### src/rtl/vector_mac_lanes.sv
// Dot product of two INT8 vectors using LANES parallel multipliers, an adder tree and
// an ACC_W+8 bit accumulator, with tail-lane masking, valid/ready streams and sticky overflow.
module vector_mac_lanes #(
  parameter int LANES = 4,
  parameter int ACC_W = 32,
  parameter int LEN_W = 16
) (
  input  logic               clk,
  input  logic               rst_n,
  input  logic               start,
  input  logic [LEN_W-1:0]   cfg_len,
  input  logic               cfg_signed,
  input  logic               in_valid,
  output logic               in_ready,
  input  logic [8*LANES-1:0] in_a,
  input  logic [8*LANES-1:0] in_b,
  output logic               out_valid,
  input  logic               out_ready,
  output logic [ACC_W-1:0]   out_sum,
  output logic               out_overflow,
  output logic               busy,
  output logic [1:0]         dbg_state
);

  // Handshakes: a beat transfers on any edge where in_valid && in_ready, and a result
  // transfers where out_valid && out_ready; ready never depends on the matching valid.

  localparam int SW = 17 + $clog2(LANES);
  localparam int IW = ACC_W + 8;

  if (!(LANES == 1 || LANES == 2 || LANES == 4 || LANES == 8)) begin : g_bad_lanes
    $error("vector_mac_lanes: LANES must be 1, 2, 4 or 8");
  end
  if (ACC_W < 20 || ACC_W > 48) begin : g_bad_acc_w
    $error("vector_mac_lanes: ACC_W must be in 20..48");
  end

  typedef enum logic [1:0] {IDLE, RUN, DRAIN, DONE} state_t;
  state_t state_q, state_d;

  logic                    mode_q;
  logic [LEN_W:0]          beats_q;
  logic [LEN_W-1:0]        rem_q;
  logic                    s0_v, s1_v, s2_v;
  logic [8*LANES-1:0]      s0_a, s0_b;
  logic [LANES-1:0]        s0_mask;
  logic signed [16:0]      s1_p [LANES];
  logic signed [SW-1:0]    s2_sum;
  logic [IW-1:0]           acc_q;
  logic                    ovf_q;

  logic                    accept;
  logic                    last_beat;
  logic [LEN_W:0]          beats_init;
  logic [LEN_W-1:0]        rem_init;
  logic [LANES-1:0]        beat_mask;
  logic signed [8:0]       ea [LANES];
  logic signed [8:0]       eb [LANES];
  logic signed [16:0]      prod [LANES];
  logic signed [SW-1:0]    tree;
  logic [IW-1:0]           sum_ext;
  logic [IW-1:0]           acc_next;
  logic                    ovf_now;

  assign in_ready     = (state_q == RUN);
  assign out_valid    = (state_q == DONE);
  assign busy         = (state_q != IDLE);
  assign dbg_state    = state_q;
  assign out_sum      = acc_q[ACC_W-1:0];
  assign out_overflow = ovf_q;

  assign accept     = in_valid && in_ready;
  assign last_beat  = (beats_q == (LEN_W+1)'(1));
  assign beats_init = ({1'b0, cfg_len} + (LEN_W+1)'(LANES - 1)) >> $clog2(LANES);
  assign rem_init   = cfg_len & LEN_W'(LANES - 1);

  // Only the final beat is masked; a zero remainder means the tail beat is full.
  always_comb begin
    beat_mask = '1;
    for (int k = 0; k < LANES; k++) begin
      beat_mask[k] = !last_beat || (rem_q == '0) || (LEN_W'(k) < rem_q);
    end
  end

  always_comb begin
    for (int k = 0; k < LANES; k++) begin
      ea[k]   = {mode_q & s0_a[8*k+7], s0_a[8*k +: 8]};
      eb[k]   = {mode_q & s0_b[8*k+7], s0_b[8*k +: 8]};
      prod[k] = s0_mask[k] ? (17'(ea[k]) * 17'(eb[k])) : 17'sd0;
    end
  end

  always_comb begin
    tree = '0;
    for (int k = 0; k < LANES; k++) begin
      tree = tree + SW'(s1_p[k]);
    end
  end

  always_comb begin
    if (mode_q) sum_ext = IW'(s2_sum);
    else        sum_ext = IW'($unsigned(s2_sum));
    acc_next = acc_q + sum_ext;
    if (mode_q) ovf_now = !((&acc_next[IW-1:ACC_W-1]) || !(|acc_next[IW-1:ACC_W-1]));
    else        ovf_now = |acc_next[IW-1:ACC_W];
  end

  always_comb begin
    state_d = state_q;
    case (state_q)
      IDLE:  if (start) state_d = (cfg_len == '0) ? DONE : RUN;
      RUN:   if (accept && last_beat) state_d = DRAIN;
      DRAIN: if (!s0_v && !s1_v && !s2_v) state_d = DONE;
      DONE:  if (out_ready) state_d = IDLE;
      default: state_d = IDLE;
    endcase
  end

  always_ff @(posedge clk) begin
    if (!rst_n) begin
      state_q <= IDLE;
      mode_q  <= 1'b0;
      beats_q <= '0;
      rem_q   <= '0;
      s0_v    <= 1'b0;
      s1_v    <= 1'b0;
      s2_v    <= 1'b0;
      s0_a    <= '0;
      s0_b    <= '0;
      s0_mask <= '0;
      for (int k = 0; k < LANES; k++) s1_p[k] <= '0;
      s2_sum  <= '0;
      acc_q   <= '0;
      ovf_q   <= 1'b0;
    end else begin
      state_q <= state_d;
      s0_v    <= accept;
      s1_v    <= s0_v;
      s2_v    <= s1_v;
      if (accept) begin
        s0_a    <= in_a;
        s0_b    <= in_b;
        s0_mask <= beat_mask;
      end
      if (s0_v) begin
        for (int k = 0; k < LANES; k++) s1_p[k] <= prod[k];
      end
      if (s1_v) s2_sum <= tree;
      if (state_q == IDLE && start) begin
        mode_q  <= cfg_signed;
        beats_q <= beats_init;
        rem_q   <= rem_init;
        acc_q   <= '0;
        ovf_q   <= 1'b0;
      end else begin
        if (accept) beats_q <= beats_q - (LEN_W+1)'(1);
        if (s2_v) begin
          acc_q <= acc_next;
          ovf_q <= ovf_q | ovf_now;
        end
      end
    end
  end

endmodule

### config.mk
export PLATFORM = sky130hd
export DESIGN_NAME = vector_mac_lanes
export DESIGN_NICKNAME = d
export VERILOG_FILES = /design/src/rtl/vector_mac_lanes.sv
export SDC_FILE = /design/constraint.sdc
export NUM_CORES = 1
export LEC_CHECK = 0
export BUFFER_PORTS_ARGS = -buffer_cell sky130_fd_sc_hd__clkbuf_2
export CAP_MARGIN = 0
export CELL_PAD_IN_SITES_DETAIL_PLACEMENT = 1
export CELL_PAD_IN_SITES_GLOBAL_PLACEMENT = 1
export CORE_ASPECT_RATIO = 0.9
export CORE_MARGIN = 2
export CORE_UTILIZATION = 50
export DETAILED_ROUTE_END_ITERATION = 16
export PLACE_DENSITY_LB_ADDON = 0.2
export SYNTH_ARGS = -nofsm -noshare
export SYNTH_HDL_FRONTEND = slang
export SYNTH_SLANG_ARGS = --single-unit
### constraint.sdc
create_clock -name clk -period 7.2 [get_ports clk]
set_clock_uncertainty 0.05 [all_clocks]
set_input_delay 0.72 -clock clk [delete_from_list [all_inputs] [get_ports clk]]
set_output_delay 0.72 -clock clk [all_outputs]
set_load 0.05 [all_outputs]
==> run_results.csv <==
group,metric,value,unit
yosys,yosysMostFrequentCell,"inv_1",
cts,cts_buffers,28,
worst_setup_path,path_class,"flip-flop to flip-flop",
worst_setup_path,endpoint_kind,"flip-flop",
yosys,yosys-top-cells-count,"inv_1, nand2_1, fa_1",
cts,tritoncts,"done",
power_and_ir_drop,power_switching,1.54,mW
yosys,synth_xor_area_frac,0.0480,
grt,grt_pass1_vias,19778,
yosys,yosys.area_share.simple,0.168,
grt,grt_overflow,0,
placed_design,routabilityCongestion,0.897,
yosys,synthAdderAreaFrac,0.362,
yosys,synth_compound_area_frac,0.0947,
die,ioPinCount,124,
cells_and_area,antenna_cells,0,
route,wire_per_inst,18.9,um
worst_setup_path,path_max_fanout,13,
timing,drv_slew,0,
yosys,synth_top_area_share,0.255,
yosys,synth.cell_area,23900,sq um
yosys,synth_top_family_by_area,"adder cells",
die,rows,75,
cts,hold_buffers,0,
power_and_ir_drop,intPower,2.89,mW
power_and_ir_drop,comb_power_share,0.263,
outcome,outcome,"completed",
cells_and_area,fin_nets,3229,
run,cap_violations,0,
route,drtIter0Drc,892,
yosys,ys_ff_latch,221,
die,die-area,49500,sq um
route,vias,17644,
die,die_h,211,um
yosys,async_flop_share,0,
timing,setup_viol,0,
cells_and_area,area_growth,7.22,%
timing,post-route-period-util,0.892,
cts,clk_pin_slew_worst_paths,60,ps
timing,final-hold-violation-count,0,
cells_and_area,drive_above_1_share,0.0798,
cts,cts_root_buf,"clkbuf_16",
yosys,synthMuxAreaShare,0.0210,
timing,finalSetupTns,0,ps
route,drc_errors,0,
cts,cts_buffer_depth,3,
hold_path,holdCritPathClass,"input pin to flip-flop",
grt,grt_pass1_wl,103000,um
cts,numClockSinks,221,
worst_setup_path,required,7450,ps
yosys,netlist_instances,2632,
timing,slew_headroom,0.326,
yosys,synth.distinct_cells,69,
power_and_ir_drop,swShare,0.348,
yosys,synth_edf_count,68,
cells_and_area,regArea,5110,sq um
grt,grt_start_max_net_pins,75,
cells_and_area,multi_input_area,16600,sq um
route,wl,61900,um
power_and_ir_drop,ir_worst_vdd,0.169,mV
power_and_ir_drop,p_leak,12.3,nW
timing,fin_crit,6420,ps
die,start_util,0.509,
timing,worst_slew_pin_slew,1010,ps
yosys,seq_area_frac_synth,0.214,
worst_setup_path,arrival,6670,ps
placed_design,dpl.hpwl,49000,um
yosys,synthFlopType,"dfxtp_1",
timing,rsz0062_at_grt,"no",
cts,worstSkewPairLatency,580,ps
power_and_ir_drop,pwr-share-seq,0.372,
yosys,postSynthAreaPerCell,9.07,sq um
yosys,synth_area_leaders,"fa_1, dfxtp_1, ha_1",
cells_and_area,n_fill_cell,5456,
placed_design,numPortBuffers,123,
yosys,synth_top_area_cell,"fa_1",
grt,track_usage,0.260,
route,routed_via_density,5.39,
grt,grt_antenna_before_repair,0,
yosys,yosys_warnings,0,
cts,post_cts_buffers,0,
route,drt_pre_antenna_iters,5,
worst_setup_path,startpoint_type,"flip-flop",
die,coreArea,46900,sq um
cells_and_area,utilization,0.546,
cts,cts-resized-gates,0,
power_and_ir_drop,p_clk_frac,0.366,
power_and_ir_drop,power_density,173,nW/um^2
cts,htree_levels,1,
yosys,synthesis.nets,3226,
route,ant_nets,0,
timing,fmax,156,MHz
die,chipWidth,234,um
power by group through the flow:
stage | registers, mW | logic, mW | clock network, mW
after floorplan | 1.52 | 0.910 | 0
after global placement | 1.66 | 1.10 | 0
after detailed placement | 1.67 | 1.16 | 0
after CTS | 1.64 | 1.17 | 1.65
after global routing | 1.67 | 1.31 | 1.69
final | 1.65 | 1.16 | 1.62
layout make-up:
class	count	share of cell area
clock buffer	39	0.0314
clock inverter	13	0.00967
inverter	380	0.0557
multi-input combinational	1873	0.647
sequential	221	0.199
tap	616	0.0301
timing repair buffer	131	0.0265
flip-flops by register name (all words and copies together), names as in the netlist:
| name | cells |
|---|---|
| s0_b | 32 |
| mode_q | 1 |
| beats_q | 17 |
| rem_q | 2 |
| s0_a | 32 |
| s2_v | 1 |
| s1_v | 1 |
| s0_v | 1 |
| s1_p | 68 |
| acc_q | 40 |
| out_overflow | 1 |
| s2_sum | 19 |
| dbg_state | 2 |
| s0_mask | 4 |
stage by stage:
stage	hold WS [ps]	area, sq um	instances	worst slack (ps)	power (mW)
floorplan	404	23900	2632	1290	2.43
global placement	415	24600	3221	1190	2.76
detailed placement	430	24600	3221	768	2.83
CTS	302	25600	3273	786	4.47
global route	336	25600	3273	386	4.67
finish	324	25600	3273	778	4.43
cells in the final DEF, fill, tap and decap left out, drive strengths merged, types with 32 or more instances in the layout:
cell    instances
o21ai          71
nor2          145
and2          156
nor2b          32
fa            304
a21oi          77
nand2         371
dfxtp         153
a21boi         78
ha            204
clkbuf        161
edfxtp         68
inv           381
mux2i          50
xnor2         101
final timing paths:
check | start | end | slack [ps] | cells past startpoint
worst max-delay path | mode_q$_SDFFE_PN0P_ | s1_p[0][15]$_SDFFCE_PN0P_ | 780 | 22
worst min-delay path | in_b[21] | s0_b[21]$_SDFFE_PN0P_ | 320 | 3
worst max register to register | mode_q$_SDFFE_PN0P_ | s1_p[0][15]$_SDFFCE_PN0P_ | 780 | 22
worst min register to register | s0_mask[0]$_SDFFE_PN0P_ | s0_mask[0]$_SDFFE_PN0P_ | 450 | 1
logic make-up (layout without fill, tap and decap cells):
kind of cell	after synthesis	after routing
adders and majority gates	508	508
and+or+nand+nor	854	854
AOI/OAI and AO/OA	330	330
buffers and inverters	538	563
muxes	50	50
xor gates and xnor gates	131	131
DFF	221	221
metal layers:
layer	global-route usage	up-vias	routed length, um
li1	-	8325	-
met1	0.352	8911	28000
met2	0.447	326	30200
met3	0.0339	82	2460
met4	0.0538	0	1260
met5	0	-	0
worst max-delay path: stages (launching register included):
cell      delay (ps)
dfxtp_1          620
buf_4            350
nand2_1          280
or2_2            370
fa_1             460
fa_1             490
inv_1             50
fa_1             440
fa_1             500
inv_1             60
fa_1             500
inv_1             40
ha_1             280
o21ai_0          130
a21boi_0         170
o21ai_0          270
a21boi_0         160
o21ai_0          190
nand2b_1         120
a21o_1           200
a21oi_1          180
xor2_1           180
nor2_1            50
No activity file was read; power rests on OpenSTA's default activity.
